`src/rtl/pulse_seq_pkg.sv`:
```
// Shared types and helpers for the optical pulse sequencer and its start path.
package pulse_seq_pkg;

  localparam int unsigned PS_CNT_W = 32;
  localparam int unsigned PS_NUM_W = 8;

  typedef enum logic [2:0] {
    ST_IDLE  = 3'd0,
    ST_DELAY = 3'd1,
    ST_HIGH  = 3'd2,
    ST_LOW   = 3'd3,
    ST_DONE  = 3'd4,
    ST_REL   = 3'd5
  } ps_state_e;

  // Cycles from trigger to the done strobe, using the same width/period
  // normalisation as the sequencer. Lets the start path size its lockout.
  function automatic logic [63:0] ps_burst_len(
    input logic [PS_CNT_W-1:0] delay,
    input logic [PS_CNT_W-1:0] width,
    input logic [PS_CNT_W-1:0] period,
    input logic [PS_NUM_W-1:0] count
  );
    logic [63:0] w;
    logic [63:0] p;
    w = (width == '0) ? 64'd1 : 64'(width);
    p = (64'(period) > w) ? 64'(period) : (w + 64'd1);
    if (count == '0) begin
      ps_burst_len = 64'd2;
    end else begin
      ps_burst_len = 64'(delay) + 64'd1 + ((64'(count) - 64'd1) * p) + w + 64'd1;
    end
  endfunction

endpackage

```
`src/rtl/ps_edge_det.sv`:
```
// Registered rising-edge detector. The previous-value flop presets to 1 so a
// level already high when reset releases is not seen as a new edge.
module ps_edge_det
  import pulse_seq_pkg::*;
(
  input  logic clk,
  input  logic rst_n,
  input  logic d,
  output logic rise
);

  logic prev_q;
  logic prev_d;

  // Next value of the previous-sample flop is simply the current input.
  always_comb begin
    prev_d = d;
  end

  // Previous-sample register with preset-high synchronous reset.
  always_ff @(posedge clk) begin
    if (!rst_n) begin
      prev_q <= 1'b1;
    end else begin
      prev_q <= prev_d;
    end
  end

  assign rise = d & ~prev_q;

endmodule

```
`src/rtl/pulse_sequencer.sv`:
```
// Burst generator for optical synchronizing pulses: programmable delay,
// width, period and count, with lockout until the start line is released.
module pulse_sequencer
  import pulse_seq_pkg::*;
#(
  parameter int unsigned CNT_W = PS_CNT_W,
  parameter int unsigned NUM_W = PS_NUM_W
) (
  input  logic             ps_clk,
  input  logic             ps_rst_n,
  input  logic             ps_start,
  input  logic [CNT_W-1:0] ps_delay,
  input  logic [CNT_W-1:0] ps_width,
  input  logic [CNT_W-1:0] ps_period,
  input  logic [NUM_W-1:0] ps_count,
  output logic             ps_out,
  output logic             ps_busy,
  output logic             ps_done,
  output logic             ps_ready
);

  ps_state_e        state_q, state_d;
  logic [CNT_W-1:0] cnt_q, cnt_d;
  logic [NUM_W-1:0] rem_q, rem_d;
  logic [CNT_W-1:0] dly_q, dly_d;
  logic [CNT_W-1:0] wm1_q, wm1_d;
  logic [CNT_W-1:0] lowm1_q, lowm1_d;
  logic             out_q, out_d;
  logic             busy_q, busy_d;
  logic             done_q, done_d;
  logic             ready_q, ready_d;

  logic             start_rise;
  logic             trig;
  logic [CNT_W-1:0] w_n, w_p1, p_n, low_n;

  ps_edge_det u_edge (
    .clk   (ps_clk),
    .rst_n (ps_rst_n),
    .d     (ps_start),
    .rise  (start_rise)
  );

  assign trig = start_rise & (state_q == ST_IDLE);

  // Width/period normalisation of the live config; only used at the trigger.
  // w+1 saturates, in which case the low phase is held at one cycle.
  always_comb begin
    w_n   = (ps_width == '0) ? CNT_W'(1) : ps_width;
    w_p1  = (w_n == '1) ? w_n : (w_n + CNT_W'(1));
    p_n   = (ps_period > w_n) ? ps_period : w_p1;
    low_n = p_n - w_n;
  end

  // Next-state and registered-output computation for the burst FSM.
  always_comb begin
    state_d = state_q;
    cnt_d   = cnt_q;
    rem_d   = rem_q;
    dly_d   = dly_q;
    wm1_d   = wm1_q;
    lowm1_d = lowm1_q;
    out_d   = 1'b0;
    busy_d  = busy_q;
    done_d  = 1'b0;
    ready_d = 1'b0;
    case (state_q)
      ST_IDLE: begin
        busy_d = 1'b0;
        if (trig) begin
          dly_d   = ps_delay;
          wm1_d   = w_n - CNT_W'(1);
          lowm1_d = (low_n == '0) ? '0 : (low_n - CNT_W'(1));
          rem_d   = ps_count;
          cnt_d   = '0;
          busy_d  = 1'b1;
          state_d = (ps_count == '0) ? ST_DONE : ST_DELAY;
        end else begin
          ready_d = ~ps_start;
        end
      end
      ST_DELAY: begin
        if (cnt_q == dly_q) begin
          cnt_d   = '0;
          out_d   = 1'b1;
          state_d = ST_HIGH;
        end else begin
          cnt_d = cnt_q + CNT_W'(1);
        end
      end
      ST_HIGH: begin
        out_d = 1'b1;
        if (cnt_q == wm1_q) begin
          cnt_d = '0;
          out_d = 1'b0;
          if (rem_q == NUM_W'(1)) begin
            done_d  = 1'b1;
            busy_d  = 1'b0;
            state_d = ST_DONE;
          end else begin
            rem_d   = rem_q - NUM_W'(1);
            state_d = ST_LOW;
          end
        end else begin
          cnt_d = cnt_q + CNT_W'(1);
        end
      end
      ST_LOW: begin
        if (cnt_q == lowm1_q) begin
          cnt_d   = '0;
          out_d   = 1'b1;
          state_d = ST_HIGH;
        end else begin
          cnt_d = cnt_q + CNT_W'(1);
        end
      end
      ST_DONE: begin
        // An empty burst enters here with busy still set and no strobe yet;
        // it spends one more cycle here to emit the strobe.
        if (done_q) begin
          state_d = ST_REL;
        end else begin
          done_d = 1'b1;
          busy_d = 1'b0;
        end
      end
      ST_REL: begin
        busy_d = 1'b0;
        if (!ps_start) begin
          ready_d = 1'b1;
          state_d = ST_IDLE;
        end else begin
          state_d = ST_REL;
        end
      end
      default: begin
        busy_d  = 1'b0;
        state_d = ST_IDLE;
      end
    endcase
  end

  // State, counters, latched config and registered outputs.
  always_ff @(posedge ps_clk) begin
    if (!ps_rst_n) begin
      state_q <= ST_IDLE;
      cnt_q   <= '0;
      rem_q   <= '0;
      dly_q   <= '0;
      wm1_q   <= '0;
      lowm1_q <= '0;
      out_q   <= 1'b0;
      busy_q  <= 1'b0;
      done_q  <= 1'b0;
      ready_q <= 1'b0;
    end else begin
      state_q <= state_d;
      cnt_q   <= cnt_d;
      rem_q   <= rem_d;
      dly_q   <= dly_d;
      wm1_q   <= wm1_d;
      lowm1_q <= lowm1_d;
      out_q   <= out_d;
      busy_q  <= busy_d;
      done_q  <= done_d;
      ready_q <= ready_d;
    end
  end

  assign ps_out   = out_q;
  assign ps_busy  = busy_q;
  assign ps_done  = done_q;
  assign ps_ready = ready_q;

endmodule

```
`config.mk`:
```
export PLATFORM = sky130hd
export DESIGN_NAME = pulse_sequencer
export DESIGN_NICKNAME = d
export VERILOG_FILES = /design/src/rtl/pulse_seq_pkg.sv /design/src/rtl/ps_edge_det.sv /design/src/rtl/pulse_sequencer.sv
export SDC_FILE = /design/constraint.sdc
export NUM_CORES = 1
export LEC_CHECK = 0
export CORE_MARGIN = 5
export CORE_UTILIZATION = 59
export CTS_CLUSTER_SIZE = 14
export DETAILED_ROUTE_END_ITERATION = 7
export HOLD_SLACK_MARGIN = 0.02
export PLACE_DENSITY = 0.82
export SYNTH_ARGS = -nofsm -noshare
export SYNTH_HDL_FRONTEND = slang
export SYNTH_HIERARCHICAL = 1
export SYNTH_SLANG_ARGS = --single-unit
```
`constraint.sdc`:
```
create_clock -name ps_clk -period 9 [get_ports ps_clk]
set_input_delay 2.7 -clock ps_clk [delete_from_list [all_inputs] [get_ports ps_clk]]
set_output_delay 2.7 -clock ps_clk [all_outputs]
set_load 0.02 [all_outputs]
```
### Word level (Yosys, flattened, before mapping)

Index checks and enable logic that the tools add are counted.

* equal/unequal tests: 18
* multiplexer cells: 38
* bitwise gates (word level): 5
* reduce and logical (&&, ||, !) cells: 12
* add/subtract/negate cells: 6
* magnitude comparators: 1

Operators with widths (number)
* 32-bit 2-to-1 mux: 8
* 32-bit case mux with 4 select lines: 1
* 32-bit equality test: 3
* 32-bit by 1-bit adder with 32-bit output (second input constant): 2
* 32-bit zero test: 2
* 32-bit by 1-bit subtractor with 32-bit output (second input constant): 2
* 32-bit equality test (second input constant): 1
* 32-bit greater-than comparator: 1
* 32-bit subtractor: 1
* 3-bit 2-to-1 mux: 8
* 8-bit 2-to-1 mux: 3
* 3-bit case mux with 6 select lines: 1
* 2-bit != test (second input constant): 8
* 8-bit case mux with 2 select lines: 1
* 1-bit 2-to-1 mux: 12
* 8-bit by 1-bit equality test with 1-bit output (second input constant): 1
* 8-bit zero test: 1
* 4-bit AND reduction: 2
* 8-bit by 1-bit subtractor with 8-bit output (second input constant): 1
* 3-bit by 2-bit equality test with 1-bit output (second input constant): 2
* 3-bit equality test (second input constant): 2
* 5-bit AND reduction: 1
* 1-bit case mux with 2 select lines: 2
* 1-bit case mux with 4 select lines: 1
* other kinds (9): 13

* logic and storage cells: 91
* bits of input ports: 107
* output and inout bits: 4
* register bits after elaboration: 144

### Longest topological paths before layout

* depth in word-level cells: 8
* gate-level depth with buffers: 30
* depth with buffers taken out: 26

### Hierarchy

Netlist, hierarchy kept.

Modules (own cells, without submodules)
* pulse_sequencer: instances 1, sequential area each 2862.7 sq um, cells each 1593, area each 12090.3 sq um
* ps_edge_det: instances 1, sequential area each 20.0 sq um, cells each 3, area each 40.0 sq um

### Worst setup path before layout

Ideal clock, no wire load.

* kind: input-to-reg
* start point: in ps_width[2]
* end point: reg lowm1_q[30]
* arrival time: 8.281 ns
* cell stages on the path: 28
* setup time: 0.125 ns
* slack: 0.594 ns
* path buffers: 4
* data required time: 8.875 ns
* cell sequence: buf_2 nor4_1 nor3b_1 nand4_1 nand2b_1 ha_1 nor2b_1 o211ai_1 a21oi_1 nor3_1 o311ai_1 nand2_1 clkbuf_1 buf_1 a21oi_1 ha_1 fa_1 nand2b_1 a211o_1 a21oi_2 o21a_1 o221ai_2 nor4_2 nand4_2 nor3_2 a31o_4 buf_12 a22oi_2

* cells in the longest elaborated chain, start to end: 8
* elaborated cells between the ends (all ways): 11
* those cells by class: 3 x add/sub; 1 x order compare; 1 x eq/ne; 4 x mux; 2 x reduce/logical

Ends and longest elaborated chain
* from (decl): RTL line pulse_sequencer.sv:13 `input logic [CNT_W-1:0] ps_width,`
* 32-bit zero test: RTL line pulse_sequencer.sv:49 `w_n = (ps_width == '0) ? CNT_W'(1) : ps_width;`
* 32-bit 2-to-1 mux *: RTL line pulse_sequencer.sv:49
* 32-bit by 1-bit adder with 32-bit output / 32-bit equality test (equally long branches): RTL line pulse_sequencer.sv:50 `w_p1 = (w_n == '1) ? w_n : (w_n + CNT_W'(1));`
* 32-bit 2-to-1 mux: RTL line pulse_sequencer.sv:50
* 32-bit 2-to-1 mux: RTL line pulse_sequencer.sv:51 `p_n = (ps_period > w_n) ? ps_period : w_p1;`
* 32-bit subtractor *: RTL line pulse_sequencer.sv:52 `low_n = p_n - w_n;`
* 32-bit by 1-bit subtractor with 32-bit output / 32-bit zero test (equally long branches): RTL line pulse_sequencer.sv:73 `lowm1_d = (low_n == '0) ? '0 : (low_n - CNT_W'(1));`
* 32-bit 2-to-1 mux *: RTL line pulse_sequencer.sv:73
* to (signal assigned): RTL line pulse_sequencer.sv:162 `lowm1_q <= lowm1_d;`
* to (decl): RTL line pulse_sequencer.sv:27 `logic [CNT_W-1:0] lowm1_q, lowm1_d;`

Mark *: on every way between the ends. The rest lies on a longest branch, timed or not.
A chain may end at the register's enable or synchronous reset.

### Worst setup path after layout

* start point: in ps_width[12]
* end point: reg lowm1_q[2]

The elaborated chain is that of the path after synthesis.

==> flow_results.xml <==
<?xml version="1.0" encoding="UTF-8"?>
<metrics>
  <group name="setup_path">
    <metric name="worstPathArrival" unit="ns">8.92</metric>
    <metric name="rr_worst_depth" unit="">11</metric>
    <metric name="crit_path_top_delay_cell" unit="">sky130_fd_sc_hd__or4b_4</metric>
    <metric name="crit_path_end_kind" unit="">flip-flop</metric>
    <metric name="r2r-start" unit="">cnt_q[12]</metric>
    <metric name="critical-path-max-stage-delay" unit="ns">0.54</metric>
    <metric name="required" unit="ns">9.30</metric>
    <metric name="worstSetupPathType" unit="">input pin to flip-flop</metric>
    <metric name="worst-path-max-fanout" unit="">13</metric>
    <metric name="regToRegSetupSlack" unit="ns">5.58</metric>
    <metric name="critical_path_launch_point_type" unit="">input pin</metric>
    <metric name="worst_flop_to_flop_path_endpoint" unit="">cnt_q[14]</metric>
  </group>
  <group name="detailed_routing">
    <metric name="drt-pass1-iter-count" unit="">5</metric>
    <metric name="postRouteAntennaNets" unit="">0</metric>
    <metric name="routed_wire_length_per_instance" unit="µm">19.5</metric>
    <metric name="drc_errors" unit="">0</metric>
    <metric name="route.detailed.vias_per_inst" unit="">6.15</metric>
    <metric name="first_iter_violations" unit="">1110</metric>
    <metric name="number_of_vias_after_detailed_routing" unit="">12346</metric>
    <metric name="route.final.wire_length" unit="µm">39100</metric>
  </group>
  <group name="grt">
    <metric name="vias_in_the_first_global_route" unit="">11775</metric>
    <metric name="grt_start_max_net_pins" unit="">100</metric>
    <metric name="global_route_wire_length_before_repair" unit="µm">61800</metric>
    <metric name="gr-total-overflow" unit="">0</metric>
    <metric name="grtUsageTotal" unit="%">32.2</metric>
    <metric name="grt_antenna_before_repair" unit="">0</metric>
  </group>
  <group name="placement">
    <metric name="buffer_ports.inserted" unit="">110</metric>
    <metric name="dpl.hpwl" unit="µm">30500</metric>
    <metric name="placed_area" unit="µm²">13900</metric>
    <metric name="gp_congestion" unit="">1.03</metric>
    <metric name="detailedPlace.worstSlack" unit="ns">-0.0636</metric>
  </group>
  <group name="floorplan">
    <metric name="floorplan.rows" unit="">52</metric>
    <metric name="dieWidth" unit="µm">153</metric>
    <metric name="die_area" unit="µm²">23500</metric>
    <metric name="die_y" unit="µm">153</metric>
    <metric name="core-area" unit="µm²">20200</metric>
    <metric name="io_pins" unit="">111</metric>
    <metric name="start_util" unit="%">59.9</metric>
  </group>
  <group name="finish">
    <metric name="antenna-diode-count" unit="">0</metric>
    <metric name="design.final.nets" unit="">1900</metric>
    <metric name="final_design_area_no_fill" unit="µm²">14500</metric>
    <metric name="post_route_cells_drive_above_1_share" unit="%">13.1</metric>
    <metric name="areaGrowthSynthToFinish" unit="%">19.3</metric>
  </group>
  <group name="clock_network">
    <metric name="clock-sinks" unit="">144</metric>
    <metric name="clk-insertion-delay-late" unit="ns">0.42</metric>
    <metric name="numCtsBuffers" unit="">17</metric>
    <metric name="ctsHtreeMaxLevel" unit="">4</metric>
    <metric name="ctsLongestPathBuffers" unit="">2</metric>
    <metric name="clockRootBuffer" unit="">sky130_fd_sc_hd__clkbuf_16</metric>
    <metric name="cts_tree" unit="">built</metric>
    <metric name="clk_transition_reported_paths" unit="ns">0.06</metric>
    <metric name="cts-hold-fix-buffers" unit="">0</metric>
  </group>
  <group name="power_and_ir_drop">
    <metric name="total_switching_power" unit="mW">1.04</metric>
    <metric name="p_per_area" unit="nW/µm²">181</metric>
    <metric name="p_seq_share" unit="%">28.6</metric>
    <metric name="max-vdd-ir-drop" unit="V">0.000109</metric>
    <metric name="leakage" unit="nW">5.29</metric>
    <metric name="power.clock.fraction" unit="%">26.0</metric>
    <metric name="combinationalPowerShare" unit="%">45.4</metric>
    <metric name="power_switching_share" unit="%">39.5</metric>
    <metric name="power.internal" unit="mW">1.59</metric>
  </group>
  <group name="timing">
    <metric name="post-route-worst-setup-slack" unit="ns">0.377</metric>
    <metric name="finalCritPeriodShare" unit="%">95.8</metric>
    <metric name="drv_slew" unit="">0</metric>
    <metric name="holdWs" unit="ns">0.471</metric>
    <metric name="final-setup-viol-count" unit="">0</metric>
    <metric name="timing_hold_violations_final" unit="">0</metric>
    <metric name="max_freq" unit="GHz">0.116</metric>
    <metric name="max_slew.worst_pin.slew" unit="ns">1.04</metric>
    <metric name="finalClockSkew" unit="ns">0.00870</metric>
    <metric name="timing.slew.headroom" unit="%">31.0</metric>
    <metric name="finalWorstPathRequiredPeriod" unit="ns">8.62</metric>
    <metric name="rsz0062_at_grt" unit="">false</metric>
  </group>
  <group name="synthesis">
    <metric name="post_synth.cell_area_avg" unit="µm²">7.60</metric>
    <metric name="synth-async-reset-ratio" unit="%">0</metric>
    <metric name="synth_fp_nets" unit="">1773</metric>
    <metric name="syn-instance-count" unit="">1596</metric>
    <metric name="ys_top_cells_by_count" unit="">sky130_fd_sc_hd__nand2_1 (193), sky130_fd_sc_hd__xnor2_1 (163), sky130_fd_sc_hd__nor2_1 (159)</metric>
    <metric name="yosysSeqAreaShare" unit="%">23.8</metric>
    <metric name="synth_cell_type_count" unit="">94</metric>
    <metric name="synth_edf_count" unit="">0</metric>
    <metric name="postSynth.topFlopCell" unit="">sky130_fd_sc_hd__dfxtp_1</metric>
    <metric name="yosysWarnings" unit="">6</metric>
    <metric name="synthesis_stage_register_bit_count" unit="">144</metric>
    <metric name="yosysMostFrequentCell" unit="">sky130_fd_sc_hd__nand2_1</metric>
    <metric name="synth_area_leaders" unit="">sky130_fd_sc_hd__dfxtp_1 (24%), sky130_fd_sc_hd__xnor2_1 (12%), sky130_fd_sc_hd__ha_1 (7.1%)</metric>
    <metric name="netlist.top_cell.by_area" unit="">sky130_fd_sc_hd__dfxtp_1</metric>
    <metric name="netlist.area_leader.share" unit="%">23.8</metric>
    <metric name="synthesis.area" unit="µm²">12100</metric>
  </group>
  <group name="job">
    <metric name="cap_violations" unit="">0</metric>
  </group>
  <group name="min_path">
    <metric name="hold_start" unit="">lowm1_q[1]</metric>
    <metric name="timing.hold.worst.class" unit="">flip-flop to flip-flop</metric>
    <metric name="min_to" unit="">lowm1_q[1]</metric>
    <metric name="timing.hold.worst_path_depth" unit="">2</metric>
  </group>
  <group name="outcome">
    <metric name="outcome" unit="">complete, no violations</metric>
  </group>
</metrics>
## registers in the layout (all words and copies together), names as in the netlist
register,count
state_q,3
rem_q,8
dly_q,32
u_edge/prev_q,1
ps_busy,1
ps_out,1
ps_ready,1
wm1_q,32
cnt_q,32
ps_done,1
lowm1_q,32
## layout make-up
type                            instances  area (µm²)
Inverter                               47         176
Sequential cell                       144        2880
Clock inverter                         13         140
Fill cell                            1652        5770
Tap cell                              270         338
Clock buffer                           19         433
Timing Repair Buffer                  210        1890
Multi-Input combinational cell       1303        8610
## layout by cell type, fill, tap and decap left out, types with 12 or more instances in the layout
cell and n:
sky130_fd_sc_hd__nand2_1 192, sky130_fd_sc_hd__xor2_1 37, sky130_fd_sc_hd__nor4_1 24, sky130_fd_sc_hd__buf_4 97, sky130_fd_sc_hd__clkdlybuf4s50_1 110, sky130_fd_sc_hd__o21ai_2 28, sky130_fd_sc_hd__a211oi_1 33, sky130_fd_sc_hd__o21ai_0 58
sky130_fd_sc_hd__and2_1 13, sky130_fd_sc_hd__ha_1 69, sky130_fd_sc_hd__nand4_1 58, sky130_fd_sc_hd__clkbuf_16 17, sky130_fd_sc_hd__and3_1 21, sky130_fd_sc_hd__xnor2_1 163, sky130_fd_sc_hd__inv_1 45, sky130_fd_sc_hd__nand2b_1 12
sky130_fd_sc_hd__nor2_1 159, sky130_fd_sc_hd__nor3_1 39, sky130_fd_sc_hd__nor3b_1 13, sky130_fd_sc_hd__dfxtp_1 144, sky130_fd_sc_hd__nand3_1 40, sky130_fd_sc_hd__a21oi_1 141, sky130_fd_sc_hd__or3_1 13
## through the flow
step / power, mW / cells / setup TNS [ns] / util, %
final: 2.62 / 2006 / 0 / 71.5
after global routing: 2.77 / 2006 / 0 / 71.5
after CTS: 2.60 / 2004 / 0 / 71.3
after detailed placement: 1.92 / 1972 / -0.783 / 68.5
after global placement: 1.89 / 1972 / 0 / 68.5
after floorplan: 1.57 / 1596 / 0 / -
## kinds of logic (layout without fill, tap and decap cells)
| family | count (synthesis) | after routing | synth area share [%] |
|---|---|---|---|
| simple gates | 645 | 645 | 27.0 |
| buf+inv | 149 | 289 | 5.52 |
| xor+xnor | 201 | 201 | 14.7 |
| flops | 144 | 144 | 23.8 |
| compound gates | 381 | 381 | 21.2 |
| fa+ha+maj | 70 | 70 | 7.28 |
| mux | 6 | 6 | 0.526 |
## worst max-delay path: cells and delay by family
family / cells / cell delay (ns)
muxes: 2 / 0.62
adders and majority gates: 2 / 0.43
and+or+nand+nor: 10 / 2.00
buffers and inverters: 4 / 1.11
AOI/OAI and AO/OA: 7 / 2.05
## per-layer routing
layer	GRT usage (%)	wire length (µm)	vias up
met4	18.1	2460	0
met2	52.9	17700	595
met1	40.5	16000	5659
met5	0	0	-
met3	4.58	2930	154
li1	-	-	5938
## power by group through the flow
stage	sequential, mW	combinational (mW)	clock [mW]
after floorplan	0.740	0.828	0
after global routing	0.758	1.30	0.717
after CTS	0.750	1.16	0.687
after detailed placement	0.763	1.15	0
final	0.751	1.19	0.683
after global placement	0.761	1.13	0
## how the worst max path moves through the flow
| stage | startpoint | endpoint | slack (ns) | cells after the start |
|---|---|---|---|---|
| global placement | ps_width[12] | lowm1_q[2] | 0.10 | 25 |
| floorplan | ps_width[2] | lowm1_q[30] | 0.59 | 28 |
| global route | ps_width[12] | lowm1_q[27] | 0.01 | 23 |
| finish | ps_width[12] | lowm1_q[2] | 0.38 | 25 |
| detailed placement | ps_width[12] | lowm1_q[2] | -0.06 | 25 |
| CTS | ps_width[12] | lowm1_q[2] | 0.37 | 25 |
## what timing repair did
action | 4_1_cts | 5_1_grt
setup endpoints to repair | 0 | 8
buffers inserted | 0 | 2
resized for setup | 0 | 3
Power figures use the tool's default switching activity.
